`src/rtl/life_pkg.sv`:
```
// life_pkg: shared constants, FSM state type and column-order helper for the Life engine
//   GRID_ROWS/GRID_COLS: grid shape (RAM words / bits per word)
//   ADDR_W: RAM address width; state_t: engine FSM states
//   col_bit(): bit index of a column (bit COLS-1 is column 0)
package life_pkg;
   localparam int GRID_ROWS = 30;
   localparam int GRID_COLS = 40;
   localparam int ADDR_W = 5;
   typedef enum logic [2:0] {IDLE, PRIME_A, PRIME_C, RD_A, RD_C, WR, DONE} state_t;
   function automatic int col_bit(input int col);
      return GRID_COLS - 1 - col;
   endfunction
endpackage

```
`src/rtl/life_row_calc.sv`:
```
// life_row_calc: combinational B3/S23 next state for one row from its three-row window
//   prev, cur, nxt: rows above, at and below the target (MSB = column 0)
//   next_row: next generation of cur
module life_row_calc
   import life_pkg::*;
#(
   parameter int COLS = GRID_COLS
) (
   input  logic [COLS-1:0] prev,
   input  logic [COLS-1:0] cur,
   input  logic [COLS-1:0] nxt,
   output logic [COLS-1:0] next_row
);
   // one dead cell padded on each side so edge columns see no wrap-around
   logic [COLS+1:0] p, c, n;
   assign p = {1'b0, prev, 1'b0};
   assign c = {1'b0, cur, 1'b0};
   assign n = {1'b0, nxt, 1'b0};
   for (genvar i = 0; i < COLS; i++) begin : g_cell
      logic [3:0] cnt;
      assign cnt = 4'(p[i]) + 4'(p[i+1]) + 4'(p[i+2]) + 4'(c[i]) + 4'(c[i+2])
                 + 4'(n[i]) + 4'(n[i+1]) + 4'(n[i+2]);
      assign next_row[i] = (cnt == 4'd3) | (cur[i] & (cnt == 4'd2));
   end
endmodule

```
`src/rtl/life_gen_engine.sv`:
```
// life_gen_engine: one in-place Game of Life generation over a RAM-held grid
//   clk, reset (async, active high); start: request a generation (IDLE only)
//   busy: not idle; done: end-of-generation pulse; changed: some row differed
//   gen_count: completed generations
//   ram_addr, ram_wdata, ram_wren: RAM request; ram_rdata: read data, one cycle latency
module life_gen_engine
   import life_pkg::*;
#(
   parameter int ROWS  = GRID_ROWS,
   parameter int COLS  = GRID_COLS,
   parameter int GEN_W = 16
) (
   input  logic              clk,
   input  logic              reset,
   input  logic              start,
   output logic              busy,
   output logic              done,
   output logic              changed,
   output logic [GEN_W-1:0]  gen_count,
   output logic [ADDR_W-1:0] ram_addr,
   output logic [COLS-1:0]   ram_wdata,
   output logic              ram_wren,
   input  logic [COLS-1:0]   ram_rdata
);
   localparam logic [ADDR_W-1:0] LAST = ADDR_W'(ROWS - 1);
   state_t state;
   logic [COLS-1:0] prev, cur, nxt, calc;
   logic [ADDR_W-1:0] r, r_inc;
   life_row_calc #(.COLS(COLS)) u_calc (.prev(prev), .cur(cur), .nxt(nxt), .next_row(calc));
   assign r_inc = r + 1'b1;
   assign busy = state != IDLE;
   assign done = state == DONE;
   always_comb begin
      ram_wren = state == WR;
      ram_addr = state == RD_A ? r_inc : state == WR ? r : '0;
      ram_wdata = ram_wren ? calc : '0;
   end
   // the old copy of row r is still in cur when WR overwrites it, so in-place is safe
   always_ff @(posedge clk or posedge reset) begin
      if (reset) begin
         state <= IDLE;
         changed <= 1'b0;
         gen_count <= '0;
         prev <= '0;
         cur <= '0;
         nxt <= '0;
         r <= '0;
      end else begin
         case (state)
            IDLE: if (start) begin
               state <= PRIME_A;
               changed <= 1'b0;
            end
            PRIME_A: state <= PRIME_C;
            PRIME_C: begin
               cur <= ram_rdata;
               prev <= '0;
               r <= '0;
               state <= RD_A;
            end
            RD_A: state <= RD_C;
            RD_C: begin
               nxt <= ram_rdata;
               state <= WR;
            end
            WR: begin
               prev <= cur;
               cur <= nxt;
               r <= r_inc;
               if (calc != cur) changed <= 1'b1;
               // the last row has no row below it: feed zeros instead of a read
               if (r_inc == LAST) nxt <= '0;
               else state <= r == LAST ? DONE : RD_A;
            end
            DONE: begin
               gen_count <= gen_count + 1'b1;
               state <= IDLE;
            end
            default: state <= IDLE;
         endcase
      end
   end
endmodule

```
`config.mk`:
```
export PLATFORM = sky130hd
export DESIGN_NAME = life_gen_engine
export DESIGN_NICKNAME = d
export VERILOG_FILES = /design/src/rtl/life_pkg.sv /design/src/rtl/life_row_calc.sv /design/src/rtl/life_gen_engine.sv
export SDC_FILE = /design/constraint.sdc
export NUM_CORES = 1
export LEC_CHECK = 0
export BUFFER_PORTS_ARGS = -buffer_cell sky130_fd_sc_hd__buf_2
export CAP_MARGIN = 20
export CORE_ASPECT_RATIO = 1.5
export CORE_MARGIN = 3
export CORE_UTILIZATION = 56
export DETAILED_ROUTE_END_ITERATION = 7
export GPL_TIMING_DRIVEN = 0
export PLACE_DENSITY = 0.81
export SETUP_SLACK_MARGIN = 0.02
export SYNTH_ARGS = -nofsm -noshare
export SYNTH_HDL_FRONTEND = slang
export SYNTH_SLANG_ARGS = --single-unit
```
`constraint.sdc`:
```
create_clock -name clk -period 4.5 [get_ports clk]
set_input_delay 0.9 -clock clk [delete_from_list [all_inputs] [get_ports clk]]
set_output_delay 0.9 -clock clk [all_outputs]
set_load 0.02 [all_outputs]
```
-- Word-level counts from Yosys, hierarchy flattened
Cells that the tools add are included.
- register bits: 145
- latch bits: 0
- bits in writable memories: 0
- bits in read-only memories: 0
- bits of input ports: 43
- output and inout bits: 65
- logic and storage cells: 478
- memories kept: 0
- add/sub/neg operators: 275
- multipliers: 0
- divide/modulo/power cells: 0
- $lt $le $gt $ge: 0
- eq/ne operators: 93
- shifts and indexed selects: 0
- muxes and demuxes: 15
- bitwise operators: 80
- reduce and logical (&&, ||, !) cells: 8
- operators with widths (kind ; number):
    adder 4 x 1 -> 4 bit ; 234
    equality test 4 x 2 -> 1 bit, second input constant ; 80
    case mux 40 bit (2 select lines) ; 3
    2-to-1 mux 40 bit ; 2
    adder 1 x 1 -> 2 bit ; 39
    bitwise AND 1 bit ; 40
    inequality test 40 bit ; 1
    OR 1 bit ; 40
    case mux 3 bit (6 select lines) ; 1
    adder 16 x 1 -> 16 bit, second input constant ; 1
    equality test 5 bit, second input constant ; 2
    2-to-1 mux 5 bit ; 2
    case mux 5 bit (2 select lines) ; 1
    equality test 3 bit, second input constant ; 3
    2-to-1 mux 3 bit ; 3
    equality test 3 x 2 -> 1 bit, second input constant ; 2
    nonzero test 2 bit ; 3
    adder 5 x 1 -> 5 bit, second input constant ; 1
    inequality test 2 x 1 -> 1 bit, second input constant ; 2
    inequality test 2 bit, second input constant ; 2
    AND reduction 2 bit ; 2
    equality test 3 x 1 -> 1 bit, second input constant ; 1
    logical NOT 3 bit ; 1
    AND reduction 3 bit ; 1
    other kinds (3) ; 4

-- Depth between registers and ports, before layout
- depth after elaboration: 13
- mapped depth: 15
- gate-level depth less buffers: 15

-- Modules after synthesis
From an unflattened synthesis, not the netlist that was laid out.
- cell total of the unflattened synthesis: 1423
- area, all modules: 13550.5 um2
- by module, submodules not included (module ; times used ; cells an instance ; area each (um2)):
    life_gen_engine ; 1 ; 682 ; 6924.1
    life_row_calc ; 1 ; 741 ; 6626.4

-- Least setup slack after synthesis
Ideal clock, no wire load.
- kind: flip-flop to output port
- start: reg prev[32]
- end: out ram_wdata[33]
- data arrival time: 3888 ps
- path slack: -288 ps
- stages on the path, launching flop included: 10
- cells stage by stage: dfrtp_1 -> ha_1 -> inv_1 -> fa_1 -> fa_1 -> fa_1 -> fa_1 -> a211oi_1 -> mux2i_1 -> a2111oi_0
- cells in the longest elaborated chain, start to end: 11
- elaborated cells on any way between the ends: 12
- RTL lines (item ; RTL line ; RTL):
    start: declaration ; life_gen_engine.sv:27 ; logic [COLS-1:0] prev, cur, nxt, calc;
    start signal: assignment ; life_gen_engine.sv:67 ; prev <= cur;
    adder 1 x 1 -> 2 bit (*) ; life_row_calc.sv:21 ; assign cnt = 4'(p[i]) + 4'(p[i+1]) + 4'(p[i+2]) + 4'(c[i]) + 4'(c[i+2])
    adder 4 x 1 -> 4 bit (*) (3 in series) ; life_row_calc.sv:21 ;
    adder 4 x 1 -> 4 bit (*) (3 in series) ; life_row_calc.sv:22 ; + 4'(n[i]) + 4'(n[i+1]) + 4'(n[i+2]);
    equality test 4 x 2 -> 1 bit ; life_row_calc.sv:23 ; assign next_row[i] = (cnt == 4'd3) | (cur[i] & (cnt == 4'd2));
    bitwise AND 1 bit ; life_row_calc.sv:23 ;
    OR 1 bit (*) ; life_row_calc.sv:23 ;
    2-to-1 mux 40 bit (*) ; life_gen_engine.sv:36 ; ram_wdata = ram_wren ? calc : '0;
    end: declaration ; life_gen_engine.sv:21 ; output logic [COLS-1:0] ram_wdata,
Every way passes the cells marked *; elsewhere a longest branch is shown, timed or not.

-- Final worst setup path
- start: reg prev[21]
- end: out ram_wdata[21]
The elaborated chain is that of the path after synthesis.

==> flow_metrics.tcl <==
set metrics [dict create \
    critPathCaptureType "primary output" \
    max-slew-margin-rel_pct 34.0 \
    register_area_um2 3640 \
    clock_path_buffers 2 \
    finalSetupTns_ns -7.75 \
    path_max_fanout 4 \
    setup_ws_ns -0.592 \
    cap_viol_max_count 0 \
    ant_nets 0 \
    yosysSeqAreaShare_pct 25.6 \
    multi_input_area_um2 10300 \
    fin_skew_ns 0.0155 \
    path_class "flop to primary output" \
    cts_buffers 17 \
    violations "setup timing" \
    wirelength_um 48600 \
    finalHoldViolCount 0 \
    place_congestion 1.01 \
    grt_max_degree 42 \
    clkTransAtPathRegs_ns 0.06 \
    gr-total-overflow 0 \
    dieArea_um2 27300 \
    synth_edf_count 0 \
    syn_nets 1904 \
    synth.avg_cell_area_um2 8.97 \
    synth_top_area_share_pct 25.6 \
    synth.distinct_cells 68 \
    die_y_um 201 \
    core_area_um2 24700 \
    die_w_um 136 \
    drt_iter0_drc 1258 \
    ctsHtreeMaxLevel 4 \
    ys_ff_latch 145 \
    antenna_cells 0 \
    critPathArrivalTime_ns 4.19 \
    cts_root_buf "clkbuf_16" \
    synth_ff_type "dfrtp_1" \
    asyncSetResetFlopFracSynth_pct 100 \
    grt_first_pass_wirelength_um 72800 \
    routedWlPerCell_um 22.6 \
    yosys_warnings 0 \
    synth_cells 1583 \
    drive_gt1_share_pct 28.6 \
    nNetsFinal 2131 \
    fillCellCount 1652 \
    synth_area_um2 14200 \
    dpl_cell_area_um2 15300 \
    rsz0062_at_grt "yes" \
    worst_slew_pin_slew_ns 0.991 \
    start_kind "flop" \
    yosys-top-cells-area "dfrtp_1 26%, fa_1 22%, ha_1 11%" \
    ios 108 \
    vias 13500 \
    outcome "finished, violations left" \
    grt_pass1_vias 13900 \
    synth_top_area_cell "dfrtp_1" \
    clock_latency_ns 0.45 \
    min_period_ns 5.09 \
    grtUsageTotal_pct 34.5 \
    dp_hpwl_um 34300 \
    numPortBuffers 107 \
    vias_per_cell 6.27 \
    finalSetupViolCount 32 \
    stdcell_area_um2 18000 \
    slew_viol_final 0 \
    drc_errors 0 \
    area_growth_pct 26.7 \
    worstPathRequired_ns 3.60 \
    period_share_pct 113 \
    cts_tree "yes" \
    fin_util_pct 72.8 \
    cts.sinks 145 \
    rows 70 \
    antenna_found_initial 0 \
    drtPass1Iterations 6 \
    fmax_mhz 196 \
    initial_core_util_pct 57.5 \
    hp-class "input port to async pin" \
]
cell families (layout without fill, tap and decap cells):
group / after synthesis / count (layout) / share of synthesized area, %
xor+xnor: 19 / 19 / 1.17
simple gates: 504 / 504 / 17.6
mux: 11 / 11 / 0.811
flops: 145 / 145 / 25.6
fa+ha+maj: 278 / 278 / 32.8
compound gates: 226 / 226 / 11.4
buf+inv: 400 / 640 / 10.6
layer usage:
metal / part of all wire (%) / up-vias / global-route usage, %
met5: 0.070 / - / 0
met4: 11 / 2 / 26.4
met3: 8.5 / 320 / 7.20
met2: 48 / 886 / 56.7
met1: 33 / 6581 / 38.5
li1: - / 5683 / -
layout by cell type (no fill, tap or decap), drive strengths merged, types with 13 or more instances in the layout:
cell type / count
ha: 121
fa: 157
nand2: 172
a22oi: 21
nor2: 65
inv: 353
a221o: 39
nand4: 24
a21oi: 29
nor2b: 29
buf: 217
xnor2: 13
o21ai: 64
nand3: 67
nor4: 14
nor3b: 22
nand2b: 18
a2111oi: 13
dfrtp: 145
nor3: 63
clkbuf: 56
layout make-up:
type                       count  area share, %
buffer                        47           1.03
sequential                   145           20.3
clock buffer                  18           2.39
inverter                     353           7.39
tap                          324           2.25
clock inverter                14          0.786
timing repair buffer         208           8.82
multi-input combinational   1038           57.1
synthesized netlist by cell type, types with 18 or more instances:
| cell | n |
|---|---|
| nor2b_1 | 29 |
| nand2b_1 | 18 |
| inv_1 | 351 |
| clkbuf_1 | 38 |
| a22oi_1 | 21 |
| nand3_1 | 67 |
| nor2_1 | 65 |
| nor3_1 | 62 |
| ha_1 | 121 |
| a221o_1 | 39 |
| o21ai_0 | 61 |
| nand4_1 | 24 |
| fa_1 | 157 |
| a21oi_1 | 29 |
| nand2_1 | 172 |
| dfrtp_1 | 145 |
| nor3b_1 | 21 |
critical path, cell delays in order (launching register included):
cell and delay [ns]:
dfrtp_2 0.46, ha_4 0.28, inv_2 0.03, fa_1 0.46, fa_1 0.51, inv_1 0.06
fa_2 0.37, inv_2 0.07, fa_1 0.41, or4b_1 0.55, a21oi_2 0.14, a21oi_2 0.06
nor3_2 0.15, buf_4 0.19
flip-flops by register name, summed over array words and instances (netlist names):
signal,count
r,5
prev,40
state,3
cur,40
gen_count,16
changed,1
nxt,40
metrics by stage:
step | hold slack [ns] | worst slack, ns | cells
final | 0.479 | -0.592 | 2147
after global routing | 0.503 | -0.683 | 2147
after CTS | 0.488 | -0.515 | 2117
after detailed placement | 0.485 | -0.401 | 2020
after global placement | 0.460 | -0.478 | 2014
after floorplan | 0.461 | 0.0501 | 1583
worst paths after layout:
kind                                           startpoint                        end  slack [ns]  depth (start not counted)
min in group clk                gen_count[15]$_DFFE_PP0P_  gen_count[15]$_DFFE_PP0P_        0.48                          1
max in group asynchronous                           reset        prev[6]$_DFFE_PP0P_        3.01                          5
worst min-delay path                                reset        nxt[27]$_DFFE_PP0P_        0.48                          2
worst min register to register  gen_count[15]$_DFFE_PP0P_  gen_count[15]$_DFFE_PP0P_        0.48                          1
worst max register to register       prev[29]$_DFFE_PP0P_        changed$_DFFE_PP0P_       -0.55                         26
worst max-delay path                 prev[21]$_DFFE_PP0P_              ram_wdata[21]       -0.59                         13
what timing repair did:
item                                    4_1_cts  5_1_grt
pin swaps                                    84       73
endpoints found under the setup margin       39       39
setup buffers                                75       38
hold buffers                                  0        0
resized for setup                           257      121
Power is left out: the tool's default activity adds up to more than one toggle a clock period on the data nets, which glitch-free logic cannot reach.
